### src/rtl/simon_input_capture.sv
// Simon player-input stage: synchronises and debounces the colour buttons, records
// accepted presses and checks them against the expected sequence. Optional macro: INPUT_TIMEOUT_EN.
module simon_input_capture #(
    parameter int unsigned MAX_LEN         = 32,
    parameter int unsigned DEBOUNCE_CYCLES = 4,
    parameter int unsigned TIMEOUT_CYCLES  = 1000
) (
    input  logic        clk,
    input  logic        rst,
    input  logic [3:0]  btn,
    input  logic        start,
    input  logic [5:0]  seq_len,
    input  logic [63:0] exp_seq,
    output logic [3:0]  incolor,
    output logic [63:0] user_seq,
    output logic [31:0] user_pos,
    output logic        correct,
    output logic        score_update,
    output logic        busy,
    output logic        timeout
);

    localparam int unsigned CNT_W = $clog2(DEBOUNCE_CYCLES + 1);
    localparam int unsigned LEN_W = 6;

    typedef enum logic [1:0] {
        S_IDLE,
        S_WAIT_PRESS,
        S_DEBOUNCE,
        S_WAIT_RELEASE
    } state_t;

    state_t             state_q, state_d;
    logic [3:0]         btn_meta_q, btn_s_q;
    logic [CNT_W-1:0]   cnt_q, cnt_d;
    logic [3:0]         cand_q, cand_d;
    logic [LEN_W-1:0]   len_q, len_d;
    logic [63:0]        exp_q, exp_d;
    logic               mismatch_q, mismatch_d;
    logic [3:0]         incolor_q, incolor_d;
    logic [63:0]        user_seq_q, user_seq_d;
    logic [31:0]        user_pos_q, user_pos_d;
    logic               correct_q, correct_d;
    logic               score_update_q, score_update_d;
    logic               busy_q, busy_d;
    logic               timeout_q, timeout_d;

    logic               btn_onehot_c;
    logic [1:0]         code_c;
    logic [LEN_W-1:0]   len_clamped_c;
    logic [5:0]         bit_idx_c;

`ifdef INPUT_TIMEOUT_EN
    localparam int unsigned TMO_W = $clog2(TIMEOUT_CYCLES + 1);
    logic [TMO_W-1:0]   tmo_q, tmo_d;
`endif

    // Decode helpers: one-hot test, candidate encoding, length clamp, write index
    always_comb begin
        btn_onehot_c = (btn_s_q != 4'd0) && ((btn_s_q & (btn_s_q - 4'd1)) == 4'd0);
        unique case (cand_q)
            4'b0010: code_c = 2'd1;
            4'b0100: code_c = 2'd2;
            4'b1000: code_c = 2'd3;
            default: code_c = 2'd0;
        endcase
        if (seq_len == 6'd0) begin
            len_clamped_c = LEN_W'(1);
        end else if (32'(seq_len) > MAX_LEN) begin
            len_clamped_c = LEN_W'(MAX_LEN);
        end else begin
            len_clamped_c = seq_len;
        end
        bit_idx_c = {user_pos_q[4:0], 1'b0};
    end

    // Next-state and registered-output logic
    always_comb begin
        state_d        = state_q;
        cnt_d          = cnt_q;
        cand_d         = cand_q;
        len_d          = len_q;
        exp_d          = exp_q;
        mismatch_d     = mismatch_q;
        incolor_d      = incolor_q;
        user_seq_d     = user_seq_q;
        user_pos_d     = user_pos_q;
        correct_d      = correct_q;
        score_update_d = 1'b0;
        timeout_d      = timeout_q;
`ifdef INPUT_TIMEOUT_EN
        tmo_d          = '0;
`endif
        unique case (state_q)
            S_IDLE: begin
                if (start) begin
                    user_seq_d = '0;
                    user_pos_d = '0;
                    incolor_d  = '0;
                    correct_d  = 1'b0;
                    timeout_d  = 1'b0;
                    mismatch_d = 1'b0;
                    len_d      = len_clamped_c;
                    exp_d      = exp_seq;
                    state_d    = S_WAIT_PRESS;
                end
            end
            S_WAIT_PRESS: begin
                if (btn_onehot_c) begin
                    cand_d  = btn_s_q;
                    cnt_d   = CNT_W'(DEBOUNCE_CYCLES);
                    state_d = S_DEBOUNCE;
                end
`ifdef INPUT_TIMEOUT_EN
                else if (btn_s_q == 4'd0) begin
                    if (32'(tmo_q) == TIMEOUT_CYCLES - 1) begin
                        correct_d      = 1'b0;
                        timeout_d      = 1'b1;
                        score_update_d = 1'b1;
                        state_d        = S_IDLE;
                    end else begin
                        tmo_d = tmo_q + 1'b1;
                    end
                end
`endif
            end
            S_DEBOUNCE: begin
                if (btn_s_q != cand_q) begin
                    state_d = S_WAIT_PRESS;
                end else if (cnt_q == CNT_W'(1)) begin
                    user_seq_d[bit_idx_c +: 2] = code_c;
                    incolor_d  = cand_q;
                    user_pos_d = user_pos_q + 32'd1;
                    mismatch_d = (code_c != exp_q[bit_idx_c +: 2]);
                    cnt_d      = CNT_W'(DEBOUNCE_CYCLES);
                    state_d    = S_WAIT_RELEASE;
                end else begin
                    cnt_d = cnt_q - CNT_W'(1);
                end
            end
            S_WAIT_RELEASE: begin
                // Any held button restarts the release count
                if (btn_s_q != 4'd0) begin
                    cnt_d = CNT_W'(DEBOUNCE_CYCLES);
                end else if (cnt_q == CNT_W'(1)) begin
                    if (mismatch_q) begin
                        correct_d      = 1'b0;
                        score_update_d = 1'b1;
                        state_d        = S_IDLE;
                    end else if (user_pos_q == 32'(len_q)) begin
                        correct_d      = 1'b1;
                        score_update_d = 1'b1;
                        state_d        = S_IDLE;
                    end else begin
                        state_d = S_WAIT_PRESS;
                    end
                end else begin
                    cnt_d = cnt_q - CNT_W'(1);
                end
            end
            default: state_d = S_IDLE;
        endcase
        busy_d = (state_d != S_IDLE);
    end

    always_ff @(posedge clk) begin
        if (rst) begin
            state_q        <= S_IDLE;
            btn_meta_q     <= '0;
            btn_s_q        <= '0;
            cnt_q          <= '0;
            cand_q         <= '0;
            len_q          <= '0;
            exp_q          <= '0;
            mismatch_q     <= 1'b0;
            incolor_q      <= '0;
            user_seq_q     <= '0;
            user_pos_q     <= '0;
            correct_q      <= 1'b0;
            score_update_q <= 1'b0;
            busy_q         <= 1'b0;
            timeout_q      <= 1'b0;
`ifdef INPUT_TIMEOUT_EN
            tmo_q          <= '0;
`endif
        end else begin
            state_q        <= state_d;
            btn_meta_q     <= btn;
            btn_s_q        <= btn_meta_q;
            cnt_q          <= cnt_d;
            cand_q         <= cand_d;
            len_q          <= len_d;
            exp_q          <= exp_d;
            mismatch_q     <= mismatch_d;
            incolor_q      <= incolor_d;
            user_seq_q     <= user_seq_d;
            user_pos_q     <= user_pos_d;
            correct_q      <= correct_d;
            score_update_q <= score_update_d;
            busy_q         <= busy_d;
            timeout_q      <= timeout_d;
`ifdef INPUT_TIMEOUT_EN
            tmo_q          <= tmo_d;
`endif
        end
    end

    assign incolor      = incolor_q;
    assign user_seq     = user_seq_q;
    assign user_pos     = user_pos_q;
    assign correct      = correct_q;
    assign score_update = score_update_q;
    assign busy         = busy_q;
    assign timeout      = timeout_q;

endmodule

### config.mk
export PLATFORM = sky130hd
export DESIGN_NAME = simon_input_capture
export DESIGN_NICKNAME = d
export VERILOG_FILES = /design/src/rtl/simon_input_capture.sv
export SDC_FILE = /design/constraint.sdc
export NUM_CORES = 1
export LEC_CHECK = 0
export CORE_ASPECT_RATIO = 0.9
export CORE_MARGIN = 2
export CORE_UTILIZATION = 51
export CTS_CLUSTER_SIZE = 25
export DETAILED_ROUTE_END_ITERATION = 10
export PLACE_DENSITY = 0.8
export SLEW_MARGIN = 20
export SYNTH_ARGS = -nofsm -noshare
export SYNTH_HDL_FRONTEND = slang
export SYNTH_SLANG_ARGS = --single-unit
### constraint.sdc
create_clock -name clk -period 3.53 [get_ports clk]
set_input_delay 0.353 -clock clk [delete_from_list [all_inputs] [get_ports clk]]
set_output_delay 0.353 -clock clk [all_outputs]
set_load 0.01 [all_outputs]
==> impl_metrics.yaml, run 1 <==
outcome:
  status: "completed"
placed_design:
  dpl_worst_slack_ns: 0.692
  gp_congestion: 0.942
  io_buffers: 179
  hpwlAfterDp_mm: 16.8
  place_area_mm2: 0.0105
yosys:
  synthFlopType: "dfxtp_1"
  synth.yosys.seq_area_share_pct: 44.2
  ys_ff_latch: 191
  yosysUniqueCellTypes: 63
  yosys_warnings: 0
  synthesis.area_mm2: 0.00865
  synth_nets: 1160
  avgSynthCellArea_um2: 8.04
  async_flop_share_pct: 0
  synth_edf_count: 0
  netlist_instances: 1076
global_routing:
  grt_pass1_vias: 7522
  track_usage_pct: 26.4
  grt_overflow_total: 0
  antenna_found_initial: 0
  grt_max_degree: 103
  grt_pass1_wl_mm: 38.1
worst_setup_path:
  start_kind: "register"
  startpoint: "user_pos[0]"
  rrSetupSlack_ns: 0.58
  crit_type: "reg2reg"
  rr_endpoint: "user_seq[49]"
  cp.required_ns: 3.90
  worst-r2r-cell-count: 7
  crit_fanout: 19
  end_kind: "register"
  worstReg2RegStart: "user_pos[0]"
  arrival_ns: 3.32
cts:
  post-cts-setup-buffers: 0
  clk_latency_ns: 0.44
  clk_path_buf_depth: 2
  holdBufCountCts: 0
  clkSlewWorstSetupHoldPaths_ns: 0.07
  cts_resized: 0
  cts_tree: "built"
  cts_htree_levels: 4
  clock-sinks: 191
  cts_buffers: 17
  clockRootBuffer: "clkbuf_16"
timing:
  fin_crit_ns: 2.95
  hold_violations: 0
  whs_ns: 0.393
  fmax_ghz: 0.339
  setup_violations: 0
  drv_slew: 0
  tightest_slew_ns: 0.868
  rsz0062_at_grt: "false"
  relSlewSlack_pct: 41.7
  postLayoutSetupSlackWorst_ns: 0.580
  finalSetupTns_ns: 0
  period_share_pct: 83.6
  skew_ns: 0.0121
final_layout:
  final_cell_area_mm2: 0.0111
  drive_gt1_share_pct: 4.99
  final_common_cell: "nand2_1"
  final_cell_mix: "nand2_1, dfxtp_1, clkdlybuf4s50_1"
  antenna_cells: 0
  layout.nets: 1293
  area_growth_syn_to_layout_pct: 28.4
run:
  maxCapViolCount: 0
routing:
  first_iter_violations: 752
  drt_wl_total_mm: 24.3
  drt-pass1-iter-count: 5
  num_vias: 8233
  viasPerCell: 5.75
  maxUsedRoutingLayer: "met4"
  antenna_left: 0
  wl_met2_mm: 11.0
  dr_wl_met3_mm: 1.93
  wl_met1_mm: 10.8
  wl_per_cell_um: 16.9
  drcViolationCount: 0
worst_hold_path:
  min_path_type: "in2reg"
  whs_path_depth: 2
  worstHoldStart: "rst"
  whs_endpoint: "user_seq[12]"
floorplan:
  die_h_um: 128
  fp.dieArea_mm2: 0.0180
  num_rows: 45
  ios: 181
  start_util_pct: 51.7
  core-area_mm2: 0.0167
  die_x_um: 141
power:
  p_comb_share_pct: 8.6
  ir_drop_mv: 0.376
  swShare_pct: 23.9
  pwr-share-seq_pct: 48.8
  power_frac_clock_pct: 42.6
  power_w: 0.00462
  internal_power_w: 0.00352
  power.leakage_nw: 3.77
  p_per_area_mw_per_mm2: 417
  p_switching_w: 0.00110
[synth_stat cells, types with 6 or more instances]
cell type | count | area share, %
nor2_1 | 119 | 5.2
a31oi_1 | 16 | 1.2
dfxtp_1 | 191 | 44
xor2_1 | 27 | 2.7
nand3b_1 | 6 | 0.52
o21ai_0 | 16 | 0.93
nor4_1 | 11 | 0.80
nor3_1 | 11 | 0.64
mux2i_1 | 39 | 4.5
clkbuf_1 | 60 | 2.6
buf_1 | 6 | 0.26
ha_1 | 7 | 1.0
a21oi_1 | 126 | 7.3
nor2b_1 | 16 | 1.2
nand3_1 | 44 | 2.5
buf_2 | 6 | 0.35
inv_1 | 9 | 0.39
o211ai_1 | 17 | 1.5
or3_1 | 11 | 0.80
nand4_1 | 14 | 1.0
and3_1 | 9 | 0.65
nand2_1 | 198 | 8.6
xnor2_1 | 14 | 1.4
a22oi_1 | 40 | 3.5
and2_1 | 6 | 0.43
[worst max-delay path, stage by stage, from the launching register on]
cell,delay (ns)
dfxtp_2,0.56
inv_1,0.20
ha_1,0.37
xnor2_1,0.36
nor4_1,0.72
nand2_1,0.21
mux2_1,0.37
nor2_1,0.10
[final cells by class]
type                            instances  area (um^2)
Inverter                               10         38.8
Sequential cell                       191         3820
Clock inverter                         13          163
Multi-Input combinational cell        800         4490
Clock buffer                           19          443
Tap cell                              211          264
Fill cell                            1405         5620
Timing Repair Buffer                  189         1880
[layer usage]
metal | GRT usage [%] | vias to the layer above
li1 | - | 3991
met1 | 36.1 | 3852
met2 | 41.5 | 344
met3 | 5.77 | 46
met4 | 9.41 | 0
met5 | 0 | -
[kinds of logic (layout without fill, tap and decap cells)]
group,Yosys count,in the layout,synth area share [%]
and+or+nand+nor,474,474,25.3
AOI/OAI and AO/OA,234,234,16.2
DFF,191,191,44.2
buffers and inverters,85,231,3.96
muxes,43,43,5.04
xor gates and xnor gates,41,41,4.15
adders and majority gates,7,7,1.01
other,1,1,0.0434
[worst max-delay path by stage]
stage | endpoint | slack, ns | depth (start not counted)
global route | user_seq[49] | 0.42 | 7
global placement | user_seq[51] | 0.74 | 7
CTS | user_seq[49] | 0.67 | 7
floorplan | user_seq[25] | 0.77 | 10
finish | user_seq[49] | 0.58 | 7
detailed placement | user_seq[36] | 0.69 | 8
[flip-flops by register name, summed over array words and instances (netlist names), 2 cells and up]
signal,count
cand_q,4
cnt_q,3
len_q,6
state_q,2
user_pos,32
user_seq,64
incolor,4
exp_q,64
btn_s_q,4
btn_meta_q,4
[power groups by stage]
| stage | logic, W | registers, W | clock network, W |
|---|---|---|---|
| final | 0.000398 | 0.00226 | 0.00197 |
| after global routing | 0.000438 | 0.00226 | 0.00207 |
| after detailed placement | 0.000394 | 0.00231 | 0 |
| after global placement | 0.000387 | 0.00230 | 0 |
| after floorplan | 0.000253 | 0.00229 | 0 |
| after CTS | 0.000396 | 0.00226 | 0.00199 |
[stage by stage]
step           util [%]  instances
6_report           66.4       1433
5_1_grt            66.4       1433
3_5_place_dp       62.8       1401
3_3_place_gp       62.8       1401
2_1_floorplan         -       1076
4_1_cts            66.4       1433
Note: power is estimated with default switching activity, not from simulation.
==> inputs of run 2 (changes only) <==
--- a/config.mk
+++ b/config.mk
@@ -7,10 +7,10 @@
 export LEC_CHECK = 0
 export CORE_ASPECT_RATIO = 0.9
 export CORE_MARGIN = 2
-export CORE_UTILIZATION = 51
+export CORE_UTILIZATION = 46
 export CTS_CLUSTER_SIZE = 25
 export DETAILED_ROUTE_END_ITERATION = 10
-export PLACE_DENSITY = 0.8
+export PLACE_DENSITY = 0.76
 export SLEW_MARGIN = 20
 export SYNTH_ARGS = -nofsm -noshare
 export SYNTH_HDL_FRONTEND = slang
==> constraint.sdc (replaced) <==
create_clock -name clk -period 2.5 [get_ports clk]
set_input_delay 0.25 -clock clk [delete_from_list [all_inputs] [get_ports clk]]
set_output_delay 0.25 -clock clk [all_outputs]
set_load 0.01 [all_outputs]
==> run 2 against run 1 <==
Effect of this change:
- sequential power up 41%
- register-to-register slack got worse by 0.45 ns
- design area up 3.7%
- setup slack worse by 0.45 ns
- flip-flop and latch count stayed put
- via count grew 1.6%
- maximum frequency rose by 25%
- utilization is 3.9 points lower
- first-iteration DRC count rose by 18%
- hold slack lost 0.13 ns
- wire length grew 2.4%
- critical endpoint is now cnt_q[1]
- largest power group unchanged
- highest routed layer unchanged
==> impl_metrics.yaml, run 2 (synthesis results as in run 1) <==
power:
  p_switching_w: 0.00164
  power_frac_clock_pct: 42.3
  power.leakage_nw: 3.99
  internal_power_w: 0.00492
  ir_drop_mv: 0.491
  p_per_area_mw_per_mm2: 571
  swShare_pct: 25.0
  pwr-share-seq_pct: 48.5
  p_comb_share_pct: 9.2
outcome:
  status: "completed"
routing:
  num_vias: 8367
  wl_per_cell_um: 16.5
  antenna_left: 0
  drt_wl_total_mm: 24.9
  first_iter_violations: 890
  drt-pass1-iter-count: 5
  drcViolationCount: 0
  viasPerCell: 5.56
placed_design:
  hpwlAfterDp_mm: 18.0
  gp_congestion: 0.955
  io_buffers: 179
timing:
  relSlewSlack_pct: 56.4
  drv_slew: 0
  finalSetupTns_ns: 0
  fmax_ghz: 0.422
  period_share_pct: 94.8
  fin_crit_ns: 2.37
  skew_ns: 0.0128
  tightest_slew_ns: 0.654
  rsz0062_at_grt: "true"
  setup_violations: 0
  hold_violations: 0
final_layout:
  area_growth_syn_to_layout_pct: 33.0
  final_common_cell: "nand2_1"
  antenna_cells: 0
  regArea_mm2: 0.00383
  final_cell_mix: "nand2_1, dfxtp_1, clkdlybuf4s50_1"
  n_fill_cell: 1620
  drive_gt1_share_pct: 8.58
  layout.nets: 1330
  fin_util_pct: 62.5
  multi_input_area_mm2: 0.00452
worst_setup_path:
  cp.required_ns: 2.86
  rrSetupSlack_ns: 0.13
  end_kind: "register"
  start_kind: "register"
  crit_type: "reg2reg"
  arrival_ns: 2.73
  crit_fanout: 8
cts:
  clk_latency_ns: 0.44
  cts_htree_levels: 4
  clock-sinks: 191
  cts_buffers: 17
  clockRootBuffer: "clkbuf_16"
  cts_tree: "built"
  clk_path_buf_depth: 2
  clkSlewWorstSetupHoldPaths_ns: 0.07
floorplan:
  start_util_pct: 47.0
  core-area_mm2: 0.0184
  num_rows: 47
  die_h_um: 134
  die_x_um: 149
  fp.dieArea_mm2: 0.0199
  ios: 181
run:
  maxCapViolCount: 0
global_routing:
  grt_overflow_total: 0
  track_usage_pct: 25.1
  grt_pass1_vias: 7979
  grt_max_degree: 70
  antenna_found_initial: 0
  grt_pass1_wl_mm: 40.2
worst_hold_path:
  min_path_type: "in2reg"
-- run 2: cell type report --
cell class	count	share of cell area, %
clock buffer	19	3.85
clock inverter	13	1.31
inverter	10	0.337
multi-input combinational	800	39.3
sequential	191	33.3
tap	245	2.66
timing repair buffer	226	19.3
-- run 2: path summary, 6_finish.rpt --
| path | start | to | depth (start not counted) |
|---|---|---|---|
| setup / recovery | cand_q[3] | cnt_q[1] | 6 |
| hold / removal | rst | cand_q[3] | 2 |
| setup reg to reg | cand_q[3] | cnt_q[1] | 6 |
| hold reg to reg | btn_meta_q[2] | btn_s_q[2] | 1 |
-- run 2: power groups by stage --
stage               clock, W  combinational (W)  sequential (W)
floorplan                  0           0.000357         0.00324
global placement           0           0.000583         0.00325
detailed placement         0           0.000592         0.00325
CTS                  0.00280           0.000594         0.00318
global route         0.00294           0.000663         0.00320
finish               0.00278           0.000602         0.00319
-- run 2: through the flow --
step	hold WS, ns	instance area [um^2]	total power (W)	instances	worst slack [ns]
floorplan	0.378	8660	0.00360	1076	0.0615
global placement	0.423	10800	0.00383	1469	0.156
detailed placement	0.430	10800	0.00385	1469	0.0848
CTS	0.252	11400	0.00658	1501	0.0660
global route	0.262	11500	0.00680	1504	-0.0133
finish	0.265	11500	0.00657	1504	0.130
-- run 2: timing repair --
action                     in CTS  in global routing
resized for setup               0                 10
hold buffers                    0                  0
setup buffers                   0                  3
hold endpoints to repair        0                  0
setup endpoints to repair       0                 36
-- run 2: layer usage --
metal / GRT usage [%] / vias to the layer above / part of all wire, %
met5: 0 / - / 0
met4: 7.78 / 0 / 1.7
met3: 6.19 / 33 / 8.2
met2: 38.7 / 318 / 45
met1: 34.7 / 3951 / 45
li1: - / 4065 / -
-- run 2: worst max-delay path, cell delays in order (launching register included) --
cell	delay, ns
dfxtp_2	0.36
xor2_1	0.20
nor4_4	0.42
o22ai_1	0.17
or3b_1	0.50
or4_1	0.50
a21oi_1	0.15
==> inputs of run 3 (changes only) <==
--- a/config.mk
+++ b/config.mk
@@ -7,10 +7,12 @@
 export LEC_CHECK = 0
 export CORE_ASPECT_RATIO = 0.9
 export CORE_MARGIN = 2
-export CORE_UTILIZATION = 46
+export CORE_UTILIZATION = 48
+export CTS_BUF_LIST = sky130_fd_sc_hd__clkbuf_8
+export CTS_CLUSTER_DIAMETER = 40
 export CTS_CLUSTER_SIZE = 25
 export DETAILED_ROUTE_END_ITERATION = 10
-export PLACE_DENSITY = 0.76
+export PLACE_DENSITY = 0.79
 export SLEW_MARGIN = 20
 export SYNTH_ARGS = -nofsm -noshare
 export SYNTH_HDL_FRONTEND = slang
==> run 3 against run 2 <==
Effect of this change:
- critical endpoint unchanged
- register-to-register slack gained 0.04 ns
- critical path type unchanged
- combinational power shrank 3.7%
- highest routed layer unchanged
- flip-flop and latch count is the same
==> impl_metrics.yaml, run 3 (synthesis results as in run 1) <==
final_layout:
  layout.nets: 1326
  final_common_cell: "nand2_1"
  antenna_cells: 0
  final_cell_mix: "nand2_1, dfxtp_1, clkdlybuf4s50_1"
  drive_gt1_share_pct: 8.29
  final_cell_area_mm2: 0.0112
  fin_util_pct: 63.8
  area_growth_syn_to_layout_pct: 29.9
power:
  p_comb_share_pct: 9.9
  power_frac_clock_pct: 35.6
  ir_drop_mv: 0.351
  internal_power_w: 0.00436
  power.leakage_nw: 3.86
  pwr-share-seq_pct: 54.5
  swShare_pct: 25.5
  p_per_area_mw_per_mm2: 521
  p_switching_w: 0.00149
timing:
  period_share_pct: 93.2
  setup_violations: 0
  finalSetupTns_ns: 0
  tightest_slew_ns: 0.709
  relSlewSlack_pct: 52.6
  rsz0062_at_grt: "false"
  postLayoutSetupSlackWorst_ns: 0.171
  drv_slew: 0
  skew_ns: 0.0144
  fmax_ghz: 0.429
  hold_violations: 0
  fin_crit_ns: 2.33
worst_setup_path:
  worst-r2r-cell-count: 6
  rrSetupSlack_ns: 0.17
  cp.required_ns: 2.90
  end_kind: "register"
  worstReg2RegStart: "btn_s_q[0]"
  start_kind: "register"
  crit_type: "reg2reg"
  rr_endpoint: "cnt_q[1]"
  arrival_ns: 2.73
  crit_fanout: 8
routing:
  drt-pass1-iter-count: 6
  wl_met1_mm: 11.2
  wl_per_cell_um: 16.4
  viasPerCell: 5.54
  drt_wl_total_mm: 24.5
  antenna_left: 0
  wl_met2_mm: 10.9
  dr_wl_met3_mm: 1.92
  drcViolationCount: 0
  first_iter_violations: 863
  num_vias: 8275
  maxUsedRoutingLayer: "met4"
floorplan:
  core-area_mm2: 0.0176
  fp.dieArea_mm2: 0.0191
  start_util_pct: 49.1
  die_h_um: 131
  ios: 181
  num_rows: 46
  die_x_um: 145
run:
  maxCapViolCount: 0
placed_design:
  hpwlAfterDp_mm: 17.7
  dpl_worst_slack_ns: 0.0799
  gp_congestion: 0.956
  io_buffers: 179
  place_area_mm2: 0.0108
cts:
  cts_tree: "built"
  clockRootBuffer: "clkbuf_8"
  clock-sinks: 191
  cts_buffers: 17
  clk_path_buf_depth: 2
  cts_htree_levels: 4
  clk_latency_ns: 0.46
  clkSlewWorstSetupHoldPaths_ns: 0.09
worst_hold_path:
  whs_endpoint: "btn_meta_q[0]"
  whs_path_depth: 2
  min_path_type: "in2reg"
  worstHoldStart: "rst"
global_routing:
  grt_pass1_vias: 7677
  antenna_found_initial: 0
  grt_pass1_wl_mm: 39.4
  track_usage_pct: 25.2
  grt_overflow_total: 0
  grt_max_degree: 94
outcome:
  status: "completed"
==> run 3: cell count changes in the layout (fill, tap and decap cells not counted), sizes merged <==
| cell | previous run | this run |
|---|---|---|
| buf | 48 | 44 |
| clkbuf | 19 | 20 |
| clkinv | 3 | 5 |
| clkinvlp | 2 | 4 |
| inv | 16 | 11 |
==> run 3: final cells by class <==
cell class	instances	area (um^2)
clock buffers	20	275
clock inverters	12	133
fillers	1519	6380
inverters	10	38.8
multi-input cells	800	4500
flip-flops and latches	191	3830
well taps	240	300
repair buffers	222	2150
==> run 3: layer usage <==
metal  track usage [%]  vias to the layer above
met5                 0                        -
met4              7.79                        0
met3              5.21                       43
met2              38.7                      334
met1              35.7                     3845
li1                  -                     4053
==> run 3: repair_timing <==
action	4_1_cts	5_1_grt
hold buffers	0	0
setup buffers	0	3
gates resized for setup	0	7
endpoints found under the setup margin	0	52
endpoints found under the hold margin	0	0
==> run 3: worst max-delay path by stage <==
stage	from	endpoint	cells after the start
finish	btn_s_q[0]	cnt_q[1]	6
global route	btn_s_q[2]	user_seq[39]	8
CTS	cand_q[1]	user_pos[24]	7
detailed placement	cand_q[1]	user_pos[24]	7
global placement	cand_q[1]	user_pos[22]	7
floorplan	user_pos[1]	user_seq[36]	10
==> run 3: stage by stage <==
| stage | cells | hold slack, ns | total power (W) |
|---|---|---|---|
| floorplan | 1076 | 0.378 | 0.00360 |
| global placement | 1460 | 0.429 | 0.00382 |
| detailed placement | 1460 | 0.440 | 0.00383 |
| CTS | 1492 | 0.213 | 0.00586 |
| global route | 1495 | 0.243 | 0.00605 |
| finish | 1495 | 0.237 | 0.00585 |
==> run 3: power groups by stage <==
stage                     registers (W)  logic (W)  clock network (W)
after floorplan                 0.00324   0.000357                  0
after global placement          0.00325   0.000562                  0
after detailed placement        0.00326   0.000572                  0
after CTS                       0.00319   0.000575            0.00210
after global routing            0.00320   0.000640            0.00221
final                           0.00319   0.000580            0.00209
==> run 3: worst max-delay path: stages, from the launching register on <==
cell	delay (ns)
dfxtp_1	0.36
or3_1	0.43
mux2i_1	0.22
o22ai_1	0.13
or3b_1	0.49
or4_1	0.50
a21oi_1	0.14
